File: src/rtl/axi_xbar_pkg.sv
// Shared AXI crossbar definitions: response codes and the read-response
// path state encoding.
package axi_xbar_pkg;

    localparam logic [1:0] RESP_OKAY   = 2'b00;
    localparam logic [1:0] RESP_EXOKAY = 2'b01;
    localparam logic [1:0] RESP_SLVERR = 2'b10;
    localparam logic [1:0] RESP_DECERR = 2'b11;

    typedef enum logic [1:0] {
        RD_IDLE   = 2'd0,
        RD_PASS   = 2'd1,
        RD_DECERR = 2'd2
    } rd_state_e;

endpackage

File: src/rtl/axi_rd_skid.sv
// Two-entry ready/valid skid buffer. The output side is fully registered and
// the input ready is registered, so a full-throughput stream is cut in both
// directions at the cost of one cycle of latency.
module axi_rd_skid #(
    parameter int WIDTH = 8
) (
    input  logic             clk,
    input  logic             rst,
    input  logic             i_valid,
    output logic             o_ready,
    input  logic [WIDTH-1:0] i_data,
    output logic             o_valid,
    input  logic             i_ready,
    output logic [WIDTH-1:0] o_data
);

    logic             r_out_valid;
    logic             r_skid_valid;
    logic [WIDTH-1:0] r_out_data;
    logic [WIDTH-1:0] r_skid_data;
    logic             w_out_free;

    assign w_out_free = i_ready || !r_out_valid;
    assign o_ready    = !r_skid_valid && !rst;
    assign o_valid    = r_out_valid;
    assign o_data     = r_out_data;

    // Occupancy of the output register and the overflow (skid) entry.
    always_ff @(posedge clk) begin
        if (rst) begin
            r_out_valid  <= 1'b0;
            r_skid_valid <= 1'b0;
        end else if (w_out_free) begin
            if (r_skid_valid) begin
                r_out_valid  <= 1'b1;
                r_skid_valid <= 1'b0;
            end else begin
                r_out_valid  <= i_valid;
            end
        end else if (i_valid && !r_skid_valid) begin
            r_skid_valid <= 1'b1;
        end
    end

    // Payload movement; the skid entry always drains before new input.
    always_ff @(posedge clk) begin
        if (w_out_free) begin
            if (r_skid_valid) begin
                r_out_data <= r_skid_data;
            end else if (i_valid) begin
                r_out_data <= i_data;
            end
        end else if (i_valid && !r_skid_valid) begin
            r_skid_data <= i_data;
        end
    end

endmodule

File: src/rtl/axi_crossbar_rd_resp.sv
// Per-slave-interface read response path: merges the arbitrated upstream R
// stream with locally generated DECERR bursts and reports one completion per
// finished burst.
// Optional macro AXI_CROSSBAR_RD_RESP_OUTREG_EN registers the merged stream
// through a two-entry skid buffer (axi_rd_skid) before m_axi_*.
module axi_crossbar_rd_resp
    import axi_xbar_pkg::*;
#(
    parameter int ID_WIDTH   = 8,
    parameter int DATA_WIDTH = 32
) (
    input  logic                  clk,
    input  logic                  rst,
    input  logic [ID_WIDTH-1:0]   s_dec_id,
    input  logic [7:0]            s_dec_len,
    input  logic                  s_dec_valid,
    output logic                  s_dec_ready,
    input  logic [ID_WIDTH-1:0]   s_axi_rid,
    input  logic [DATA_WIDTH-1:0] s_axi_rdata,
    input  logic [1:0]            s_axi_rresp,
    input  logic                  s_axi_rlast,
    input  logic                  s_axi_rvalid,
    output logic                  s_axi_rready,
    output logic [ID_WIDTH-1:0]   m_axi_rid,
    output logic [DATA_WIDTH-1:0] m_axi_rdata,
    output logic [1:0]            m_axi_rresp,
    output logic                  m_axi_rlast,
    output logic                  m_axi_rvalid,
    input  logic                  m_axi_rready,
    output logic [ID_WIDTH-1:0]   m_cpl_id,
    output logic                  m_cpl_valid
);

    rd_state_e             r_state;
    logic                  r_grant_dec;  // 1: DECERR wins a tie, 0: upstream wins
    logic [7:0]            r_cnt;
    logic [ID_WIDTH-1:0]   r_id;
    logic                  r_cpl_valid;
    logic [ID_WIDTH-1:0]   r_cpl_id;

    logic                  w_sel_up;
    logic                  w_sel_dec;
    logic                  w_fwd_up;
    logic [ID_WIDTH-1:0]   w_rid;
    logic [DATA_WIDTH-1:0] w_rdata;
    logic [1:0]            w_rresp;
    logic                  w_rlast;
    logic                  w_rvalid;
    logic                  w_rready;
    logic                  w_hs;
    logic                  w_out_hs_last;

    // Source selection in IDLE: a lone requester wins, a tie goes to the grant bit.
    always_comb begin
        w_sel_up  = 1'b0;
        w_sel_dec = 1'b0;
        if (r_state == RD_IDLE) begin
            if (s_axi_rvalid && s_dec_valid) begin
                w_sel_dec = r_grant_dec;
                w_sel_up  = !r_grant_dec;
            end else begin
                w_sel_up  = s_axi_rvalid;
                w_sel_dec = s_dec_valid;
            end
        end
        w_fwd_up = w_sel_up || (r_state == RD_PASS);
    end

    // Merged R beat: upstream passthrough or a synthesised DECERR beat.
    always_comb begin
        w_rid    = '0;
        w_rdata  = '0;
        w_rresp  = RESP_OKAY;
        w_rlast  = 1'b0;
        w_rvalid = 1'b0;
        if (w_fwd_up) begin
            w_rid    = s_axi_rid;
            w_rdata  = s_axi_rdata;
            w_rresp  = s_axi_rresp;
            w_rlast  = s_axi_rlast;
            w_rvalid = s_axi_rvalid && !rst;
        end else if (r_state == RD_DECERR) begin
            w_rid    = r_id;
            w_rdata  = '0;
            w_rresp  = RESP_DECERR;
            w_rlast  = (r_cnt == 8'd0);
            w_rvalid = !rst;
        end
    end

    assign w_hs         = w_rvalid && w_rready;
    assign s_axi_rready = w_fwd_up && w_rready && !rst;
    assign s_dec_ready  = w_sel_dec && !rst;

`ifdef AXI_CROSSBAR_RD_RESP_OUTREG_EN
    localparam int PW = ID_WIDTH + DATA_WIDTH + 3;

    logic [PW-1:0] w_skid_data;

    axi_rd_skid #(
        .WIDTH (PW)
    ) u_skid (
        .clk     (clk),
        .rst     (rst),
        .i_valid (w_rvalid),
        .o_ready (w_rready),
        .i_data  ({w_rid, w_rdata, w_rresp, w_rlast}),
        .o_valid (m_axi_rvalid),
        .i_ready (m_axi_rready),
        .o_data  (w_skid_data)
    );

    assign {m_axi_rid, m_axi_rdata, m_axi_rresp, m_axi_rlast} = w_skid_data;
`else
    assign m_axi_rid    = w_rid;
    assign m_axi_rdata  = w_rdata;
    assign m_axi_rresp  = w_rresp;
    assign m_axi_rlast  = w_rlast;
    assign m_axi_rvalid = w_rvalid;
    assign w_rready     = m_axi_rready;
`endif

    assign w_out_hs_last = m_axi_rvalid && m_axi_rready && m_axi_rlast;

    // Burst sequencing. An upstream beat that stalls in IDLE moves to PASS so
    // a late DECERR request cannot pull the already-presented beat away.
    always_ff @(posedge clk) begin
        if (rst) begin
            r_state     <= RD_IDLE;
            r_grant_dec <= 1'b0;
            r_cnt       <= 8'd0;
            r_id        <= '0;
        end else begin
            case (r_state)
                RD_IDLE: begin
                    if (w_sel_dec) begin
                        r_id    <= s_dec_id;
                        r_cnt   <= s_dec_len;
                        r_state <= RD_DECERR;
                    end else if (w_sel_up) begin
                        if (w_hs && w_rlast) begin
                            if (s_dec_valid) r_grant_dec <= 1'b1;
                        end else begin
                            r_state <= RD_PASS;
                        end
                    end
                end
                RD_PASS: begin
                    if (w_hs && w_rlast) begin
                        r_state <= RD_IDLE;
                        if (s_dec_valid) r_grant_dec <= 1'b1;
                    end
                end
                RD_DECERR: begin
                    if (w_hs) begin
                        if (r_cnt == 8'd0) begin
                            r_state <= RD_IDLE;
                            if (s_axi_rvalid) r_grant_dec <= 1'b0;
                        end else begin
                            r_cnt <= r_cnt - 8'd1;
                        end
                    end
                end
                default: r_state <= RD_IDLE;
            endcase
        end
    end

    // One-cycle completion pulse after every last-beat handshake downstream.
    always_ff @(posedge clk) begin
        if (rst) begin
            r_cpl_valid <= 1'b0;
            r_cpl_id    <= '0;
        end else begin
            r_cpl_valid <= w_out_hs_last;
            r_cpl_id    <= m_axi_rid;
        end
    end

    assign m_cpl_valid = r_cpl_valid;
    assign m_cpl_id    = r_cpl_id;

endmodule

File: config.mk
export PLATFORM = sky130hd
export DESIGN_NAME = axi_crossbar_rd_resp
export DESIGN_NICKNAME = d
export VERILOG_FILES = /design/src/rtl/axi_xbar_pkg.sv /design/src/rtl/axi_rd_skid.sv /design/src/rtl/axi_crossbar_rd_resp.sv
export SDC_FILE = /design/constraint.sdc
export NUM_CORES = 1
export LEC_CHECK = 0
export CAP_MARGIN = 10
export CORE_MARGIN = 2
export CORE_UTILIZATION = 37
export CTS_CLUSTER_DIAMETER = 150
export DETAILED_ROUTE_END_ITERATION = 8
export GPL_ROUTABILITY_DRIVEN = 0
export PLACE_DENSITY_LB_ADDON = 0.25
export SETUP_SLACK_MARGIN = 0.05
export SLEW_MARGIN = 10
export SYNTH_ARGS = -nofsm -noshare
export SYNTH_HDL_FRONTEND = slang
export SYNTH_SLANG_ARGS = --single-unit
export TNS_END_PERCENT = 10
File: constraint.sdc
create_clock -name clk -period 5.6 [get_ports clk]
set_input_delay 1.12 -clock clk [delete_from_list [all_inputs] [get_ports clk]]
set_output_delay 1.12 -clock clk [all_outputs]
set_load 0.05 [all_outputs]
==> out/metrics.cfg, run 1 <==
[global_route]
grt_pass1_wl_um = 7810
grt_max_degree = 46
grt_overflow = 0
grt_pass1_vias = 1683
grt_use_total_pct = 19.4
grt_antenna_before_repair = 0

[sta]
period_needed_ns = 4.67
fmax_ghz = 0.214
fin_skew_ns = 0.00278
worst_slew_pin_slew_ns = 0.749
setup_violations = 0
final.setup.tns_ns = 0
min_period_over_period_pct = 83.4
slew_violations = 0
hold_viol = 0
rsz0062_at_grt = false
slew_headroom_pct = 49.9

[synth]
synth_nets = 260
async_reset_ff_share_pct = 0
synth_top_area_share_pct = 34.4
synth.most_common_cell = and2_1
ys_seq_elements = 28
yosys.area.top_type = dfxtp_1
synthCells = 194
synth-warning-count = 0
syn_area_mm2 = 0.00163
synth-seq-area-share_pct = 34.4
synthFlopType = dfxtp_1
synth_edf_count = 0
ys_types = 40
syn_area_per_cell_um2 = 8.39
synth_area_leaders = dfxtp_1 (34%), and2_1 (13%), nor2b_1 (5.0%)
synthTopCellsByCount = and2_1 (33), dfxtp_1 (28), nor2_1 (16)

[clock_network]
post_cts_buffers = 0
cts_hold_buf = 0
numCtsBuffers = 3
path_clk_slew_ns = 0.10
post_cts_resized = 0
insertion_delay_ns = 0.28
clock_sinks = 28
clockBufferDepth = 2
cts_tree = yes
cts-root-buf = clkbuf_8
cts_max_level = 1

[setup_path]
cp.required_ns = 4.48
critPathLaunchType = input pin
max_stage_delay_ns = 0.82
cp_slowest_cell = clkdlybuf4s50_1
cp-end-kind = primary output
cp_cell_sequence = clkdlybuf4s50_1 > a21boi_1 > o21ba_2 > a22o_1 > clkdlybuf4s50_1
arrival_ns = 3.55
crit_fanout = 45
path_class = input pin to primary output
cpMostUsedCell = clkdlybuf4s50_1

[die]
initial_utilization_pct = 37.9
fp.dieH_um = 70.3
num_rows = 24
core_area_mm2 = 0.00429
die_area_mm2 = 0.00495
die_width_um = 70.3
ios = 119

[pwr]
peakVddDrop_mv = 0.119
p_int_uw = 457
power.net_switching_uw = 290
power_uw = 747
switching_share_pct = 38.9
power.leakage_uw = 0.00115
power.density_mw_per_mm2 = 258
clkPwrFrac_pct = 21.7
comb_power_share_pct = 48.4
power_frac_seq_pct = 29.9

[routing]
met3_length_um = 397
drt_iter0_markers = 88
vias = 1746
routed_wl_um = 4910
ant_nets = 0
met2_wirelength_um = 2510
drcViolationCount = 0
drtPass1Iterations = 4
wl_met1_um = 1970
route.top_layer_used = met4
wl_per_cell_um = 13.8
vias_per_cell = 4.90

[cells_and_area]
area_growth_syn_to_layout_pct = 77.6
regArea_um2 = 561
multi_input_area_um2 = 986
diodes = 0
fillers = 382
drive_above_1_share_pct = 6.25
nNetsFinal = 371

[worst_hold_path]
hp-class = flip-flop to flip-flop

[placed_design]
dp_hpwl_um = 3730
numPortBuffers = 118

[run]
drv_cap = 0

[status]
status = completed

## state kept, by name, indices dropped and copies added, names as in the netlist
signal,cells
m_cpl_valid,1
r_cnt,8
r_grant_dec,1
r_id,8
r_state,2
m_cpl_id,8
## routing by layer
metal / global-route usage [%] / up-vias
met5: 0 / -
met4: 4.49 / 0
met3: 5.63 / 4
met2: 34.3 / 71
met1: 22.9 / 790
li1: - / 881
## worst max-delay path: cells and delay by family
| family | cells | cell delay, ns |
|---|---|---|
| buf+inv | 2 | 1.38 |
| compound gates | 3 | 1.05 |
## logic make-up (layout without fill, tap and decap cells)
family | Yosys count | in the layout | share of synthesized area, %
simple gates | 93 | 93 | 32.6
mux | 8 | 8 | 4.92
buf+inv | 17 | 127 | 5.00
compound gates | 46 | 46 | 21.5
flops | 28 | 28 | 34.4
fa+ha+maj | 2 | 2 | 1.54
## area by class of cell
cell class	instances	area share [%]
Clock buffer	3	1.43
Tap cell	52	2.25
Clock inverter	1	1.04
Sequential cell	28	19.4
Timing Repair Buffer	120	41.4
Multi-Input combinational cell	149	34.1
Inverter	3	0.390
## through the flow
step	hold slack, ns	cell area, um2	cells	setup slack [ns]	util, %
6_report	0.492	2890	356	0.928	67.3
3_3_place_gp	0.473	2820	352	0.940	65.6
2_1_floorplan	0.456	1630	194	1.92	-
3_5_place_dp	0.477	2820	352	0.916	65.6
4_1_cts	0.491	2890	356	0.917	67.3
5_1_grt	0.528	2890	356	0.768	67.3
## cell usage in the layout (no fill, tap or decap), types with 4 or more instances in the layout
master / count
a21oi_1: 7
a21oi_2: 6
a22o_1: 9
and2_1: 33
clkdlybuf4s50_1: 118
dfxtp_1: 28
mux2i_1: 8
nand2_1: 12
nand2b_1: 4
nor2_1: 16
nor2b_1: 13
o21ai_1: 5
## worst paths after layout
path,to,cells after the start,slack (ns),startpoint
worst max-delay path,m_axi_rid[2],5,0.93,s_axi_rvalid
worst min-delay path,r_cnt[1],2,0.49,r_cnt[1]
worst max register to register,r_cnt[0],4,3.60,r_state[1]
worst min register to register,r_cnt[1],2,0.49,r_cnt[1]
## power groups by stage
stage               clock (uW)  combinational (uW)  sequential, uW
finish                     162                 361             223
global route               169                 383             225
CTS                        164                 363             223
detailed placement           0                 361             228
global placement             0                 360             227
floorplan                    0                 221             239
Note: power is estimated with default switching activity, not from simulation.
==> run 2: changes to the inputs <==
--- a/config.mk
+++ b/config.mk
@@ -7,7 +7,7 @@
 export LEC_CHECK = 0
 export CAP_MARGIN = 10
 export CORE_MARGIN = 2
-export CORE_UTILIZATION = 37
+export CORE_UTILIZATION = 31
 export CTS_CLUSTER_DIAMETER = 150
 export DETAILED_ROUTE_END_ITERATION = 8
 export GPL_ROUTABILITY_DRIVEN = 0
==> constraint.sdc (replaced) <==
create_clock -name clk -period 4.1 [get_ports clk]
set_input_delay 0.82 -clock clk [delete_from_list [all_inputs] [get_ports clk]]
set_output_delay 0.82 -clock clk [all_outputs]
set_load 0.05 [all_outputs]
==> run 2 against run 1 <==
  * Cell area up 8.6%
  * Setup slack got worse by 0.43 ns
  * Non-clock buffer count grew 3
  * Highest routed layer unchanged
  * Count of clock-buffer cells in the layout did not move
  * Worst hold slack about the same
  * Die area grew 18%
  * Sequential share of layout area down 1.5 points
  * Sequential power grew 37%
  * Global-route usage is 2.0 points lower
  * Routed wire length up 3.1%
  * Clock skew increased by 0.010 ns
==> out/metrics.cfg, run 2 (synthesized netlist as in run 1, its figures left out) <==
[sta]
setup_violations = 0
fmax_ghz = 0.278
period_needed_ns = 3.60
hold_viol = 0
slew_violations = 0
rsz0062_at_grt = false
worst_slew_pin_slew_ns = 0.548
final.setup.tns_ns = 0
slew_headroom_pct = 63.4
min_period_over_period_pct = 87.8
fin_skew_ns = 0.0131

[die]
core_area_mm2 = 0.00507
initial_utilization_pct = 32.1
num_rows = 26
ios = 119
die_width_um = 76.5
fp.dieH_um = 76.5
die_area_mm2 = 0.00585

[worst_hold_path]
min-delay-start = r_cnt[1]
holdPathEnd = r_cnt[1]
hp-class = flip-flop to flip-flop
holdPathStages = 2

[pwr]
power.density_mw_per_mm2 = 346
power_uw = 1090
power.leakage_uw = 0.00132
peakVddDrop_mv = 0.192

[cells_and_area]
fin_cells = 377
fillers = 459
layout_commonest_cell = clkdlybuf4s50_1
finalInstanceArea_mm2 = 0.00314
area_growth_syn_to_layout_pct = 92.8
drive_above_1_share_pct = 21.5
nNetsFinal = 374
diodes = 0
layout_common_cells = clkdlybuf4s50_1 (74), and2_1 (33), dfxtp_1 (28)

[placed_design]
placed_cells = 373
dp_hpwl_um = 3960
numPortBuffers = 118
place_area_mm2 = 0.00307

[setup_path]
rrSetupSlack_ns = 2.16
cp_slowest_cell = clkdlybuf4s50_1
cp_cell_sequence = clkdlybuf4s50_1 > o21ai_0 > o21ai_0 > nor2b_1 > clkdlybuf4s50_1
rr_endpoint = r_grant_dec
crit_fanout = 5
critPathLaunchType = input pin
crit-reg2reg-launch = r_cnt[2]
cp.required_ns = 3.28
max_stage_delay_ns = 0.80
r2r_cells = 5
arrival_ns = 2.78
cp-end-kind = primary output
path_class = input pin to primary output

[clock_network]
cts_max_level = 1
clockBufferDepth = 2
post_cts_resized = 0
numCtsBuffers = 3
cts_hold_buf = 0
clock_sinks = 28
post_cts_buffers = 0
insertion_delay_ns = 0.28
cts-root-buf = clkbuf_8
cts_tree = yes
path_clk_slew_ns = 0.09

[routing]
drcViolationCount = 0
wl_per_cell_um = 13.4
vias_per_cell = 4.73
vias = 1782
drtPass1Iterations = 4
ant_nets = 0
routed_wl_um = 5070
drt_iter0_markers = 61

[global_route]
grt_antenna_before_repair = 0
grt_pass1_wl_um = 8350
grt_pass1_vias = 1779
grt_overflow = 0
grt_max_degree = 31
grt_use_total_pct = 17.4

[run]
drv_cap = 0

[status]
status = completed

==> run 2: cell count changes in the layout (fill, tap and decap cells not counted) <==
cell	delta
buf_12	+25
clkdlybuf4s50_1	-44
buf_4	+22
==> run 2: routing by layer <==
layer / vias to the layer above / global-route usage (%) / wire length (um) / share of wire (%)
li1: 885 / - / - / -
met1: 815 / 19.8 / 2030 / 40
met2: 76 / 31.6 / 2620 / 52
met3: 6 / 4.38 / 339 / 6.7
met4: 0 / 5.64 / 82 / 1.6
met5: - / 0 / 0 / 0
==> run 2: critical path: cells and delay by family <==
kind | cells | cell delay, ns
and+or+nand+nor | 1 | 0.18
buffers and inverters | 2 | 1.34
AOI/OAI and AO/OA | 2 | 0.44
==> run 2: how the worst max path moves through the flow <==
stage,from,to,slack (ns),depth (start not counted)
2_1_floorplan,s_axi_rvalid,s_axi_rready,1.02,6
3_5_place_dp,s_axi_rvalid,m_axi_rvalid,0.51,5
5_1_grt,s_axi_rvalid,m_axi_rvalid,0.36,5
6_report,s_axi_rvalid,m_axi_rvalid,0.50,5
4_1_cts,s_axi_rvalid,m_axi_rvalid,0.51,5
3_3_place_gp,s_axi_rvalid,m_axi_rvalid,0.57,5
==> run 2: final cells by class <==
cell class	count	area (um2)	share of cell area [%]
repair buffers	123	1420	45.3
clock buffers	3	41.3	1.32
well taps	70	87.6	2.79
flip-flops and latches	28	561	17.9
multi-input cells	149	986	31.4
inverters	3	11.3	0.359
clock inverters	1	30.0	0.957
==> run 2: report_power, final <==
part	switching [uW]	internal [uW]
combinational	307	254
sequential	15.2	290
clock	89.5	131
==> run 2: stage by stage <==
stage | hold slack (ns) | utilization [%] | worst slack (ns)
6_report | 0.492 | 61.8 | 0.501
5_1_grt | 0.519 | 61.8 | 0.361
4_1_cts | 0.495 | 61.8 | 0.509
3_5_place_dp | 0.481 | 60.4 | 0.514
3_3_place_gp | 0.472 | 60.4 | 0.566
2_1_floorplan | 0.456 | - | 1.02
==> run 3: changes to the inputs <==
--- a/config.mk
+++ b/config.mk
@@ -11,7 +11,8 @@
 export CTS_CLUSTER_DIAMETER = 150
 export DETAILED_ROUTE_END_ITERATION = 8
 export GPL_ROUTABILITY_DRIVEN = 0
-export PLACE_DENSITY_LB_ADDON = 0.25
+export MAX_ROUTING_LAYER = met4
+export PLACE_DENSITY = 0.81
 export SETUP_SLACK_MARGIN = 0.05
 export SLEW_MARGIN = 10
 export SYNTH_ARGS = -nofsm -noshare
==> run 3 against run 2 <==
  * Cell count is 0.27% lower
  * Routed wire length up 0.26%
  * Total power is 1.1% higher
  * Utilization rose by 0.84 points
  * First-iteration DRC count rose by 49%
  * Global-route usage is 1.4 points higher
  * Sequential cell count stayed put
  * Critical path depth did not move
  * Count of clock-buffer cells in the layout is the same
  * Combinational power rose by 2%
  * Fmax is 0.60% lower
  * Critical path type unchanged
==> out/metrics.cfg, run 3 (synthesized netlist as in run 1, its figures left out) <==
[placed_design]
place_ws_ns = 0.490
placed_cells = 372
dp_hpwl_um = 3980
numPortBuffers = 118
place_area_mm2 = 0.00311

[global_route]
grt_use_total_pct = 18.8
grt_pass1_wl_um = 8720
grt_overflow = 0
grt_pass1_vias = 1860
grt_max_degree = 31
grt_antenna_before_repair = 0

[sta]
hold_viol = 0
fmax_ghz = 0.276
fin_skew_ns = 0.00491
setup_violations = 0
setup_ws_ns = 0.479
final.setup.tns_ns = 0
slew_headroom_pct = 36.3
slew_violations = 0
period_needed_ns = 3.62
rsz0062_at_grt = false
min_period_over_period_pct = 88.3
worst_slew_pin_slew_ns = 0.954
whs_ns = 0.489

[clock_network]
cts_tree = yes
cts-root-buf = clkbuf_8
path_clk_slew_ns = 0.10
cts_max_level = 1
insertion_delay_ns = 0.28
numCtsBuffers = 3
cts_hold_buf = 0
clockBufferDepth = 2
post_cts_resized = 0
clock_sinks = 28
post_cts_buffers = 0

[worst_hold_path]
holdPathStages = 2
hp-class = flip-flop to flip-flop
min-delay-start = r_cnt[1]
holdPathEnd = r_cnt[1]

[setup_path]
path_class = input pin to primary output
rrSetupSlack_ns = 1.78
arrival_ns = 2.80
cp.required_ns = 3.28
r2r_cells = 6
rr_endpoint = r_cnt[5]
crit_start = s_axi_rvalid
crit_fanout = 5
critPathLaunchType = input pin
cp-end-kind = primary output
crit-reg2reg-launch = r_state[1]

[die]
die_area_mm2 = 0.00585
num_rows = 26
die_width_um = 76.5
core_area_mm2 = 0.00507
fp.dieH_um = 76.5
initial_utilization_pct = 32.1
ios = 119

[cells_and_area]
nNetsFinal = 373
finalInstanceArea_mm2 = 0.00318
area_growth_syn_to_layout_pct = 95.4
drive_above_1_share_pct = 21.2
multi_input_area_um2 = 986
fillers = 472
regArea_um2 = 561
diodes = 0
layout_common_cells = clkdlybuf4s50_1 (74), and2_1 (33), buf_12 (29)
layout_commonest_cell = clkdlybuf4s50_1
fin_cells = 376

[pwr]
power.leakage_uw = 0.00133
peakVddDrop_mv = 0.160
power.density_mw_per_mm2 = 345

[routing]
wl_per_cell_um = 13.5
drt_iter0_markers = 91
routed_wl_um = 5080
ant_nets = 0
drcViolationCount = 0
vias = 1781
drtPass1Iterations = 4
vias_per_cell = 4.74

[run]
drv_cap = 0

[status]
status = completed

run 3: cell count changes in the layout (fill, tap and decap cells not counted):
cell / change
buf_12: +4
buf_4: -5
run 3: worst max path at each step:
stage / end / cells past startpoint
after floorplan: s_axi_rready / 6
after global routing: m_axi_rvalid / 5
final: m_axi_rvalid / 5
after global placement: m_axi_rvalid / 5
after CTS: m_axi_rvalid / 5
after detailed placement: m_axi_rvalid / 5
run 3: power by group:
group,switching [uW],internal (uW),total (uW)
logic,310,263,573
clock network,89.3,131,220
registers,15.1,290,305
run 3: routing by layer:
metal	vias to the layer above	global-route usage, %	wire length, um
li1	885	-	-
met1	791	20.7	2000
met2	93	32.6	2560
met3	12	4.38	413
met4	0	7.64	113
met5	-	-	0
run 3: through the flow:
step	power, uW	utilization [%]
6_report	1100	62.7
5_1_grt	1150	62.7
4_1_cts	1110	62.7
3_5_place_dp	888	61.3
3_3_place_gp	882	61.3
2_1_floorplan	628	-
run 3: layout make-up:
| class | count | share of cell area, % |
|---|---|---|
| multi-input cells | 149 | 31.0 |
| repair buffers | 122 | 46.0 |
| well taps | 70 | 2.75 |
| inverters | 3 | 0.354 |
| clock inverters | 1 | 0.944 |
| clock buffers | 3 | 1.30 |
| flip-flops and latches | 28 | 17.6 |
run 3: worst max-delay path, cell delays in order:
cell,delay (ns)
clkdlybuf4s50_1,0.55
o21ai_0,0.11
o21ai_0,0.34
nor2b_1,0.18
clkdlybuf4s50_1,0.80
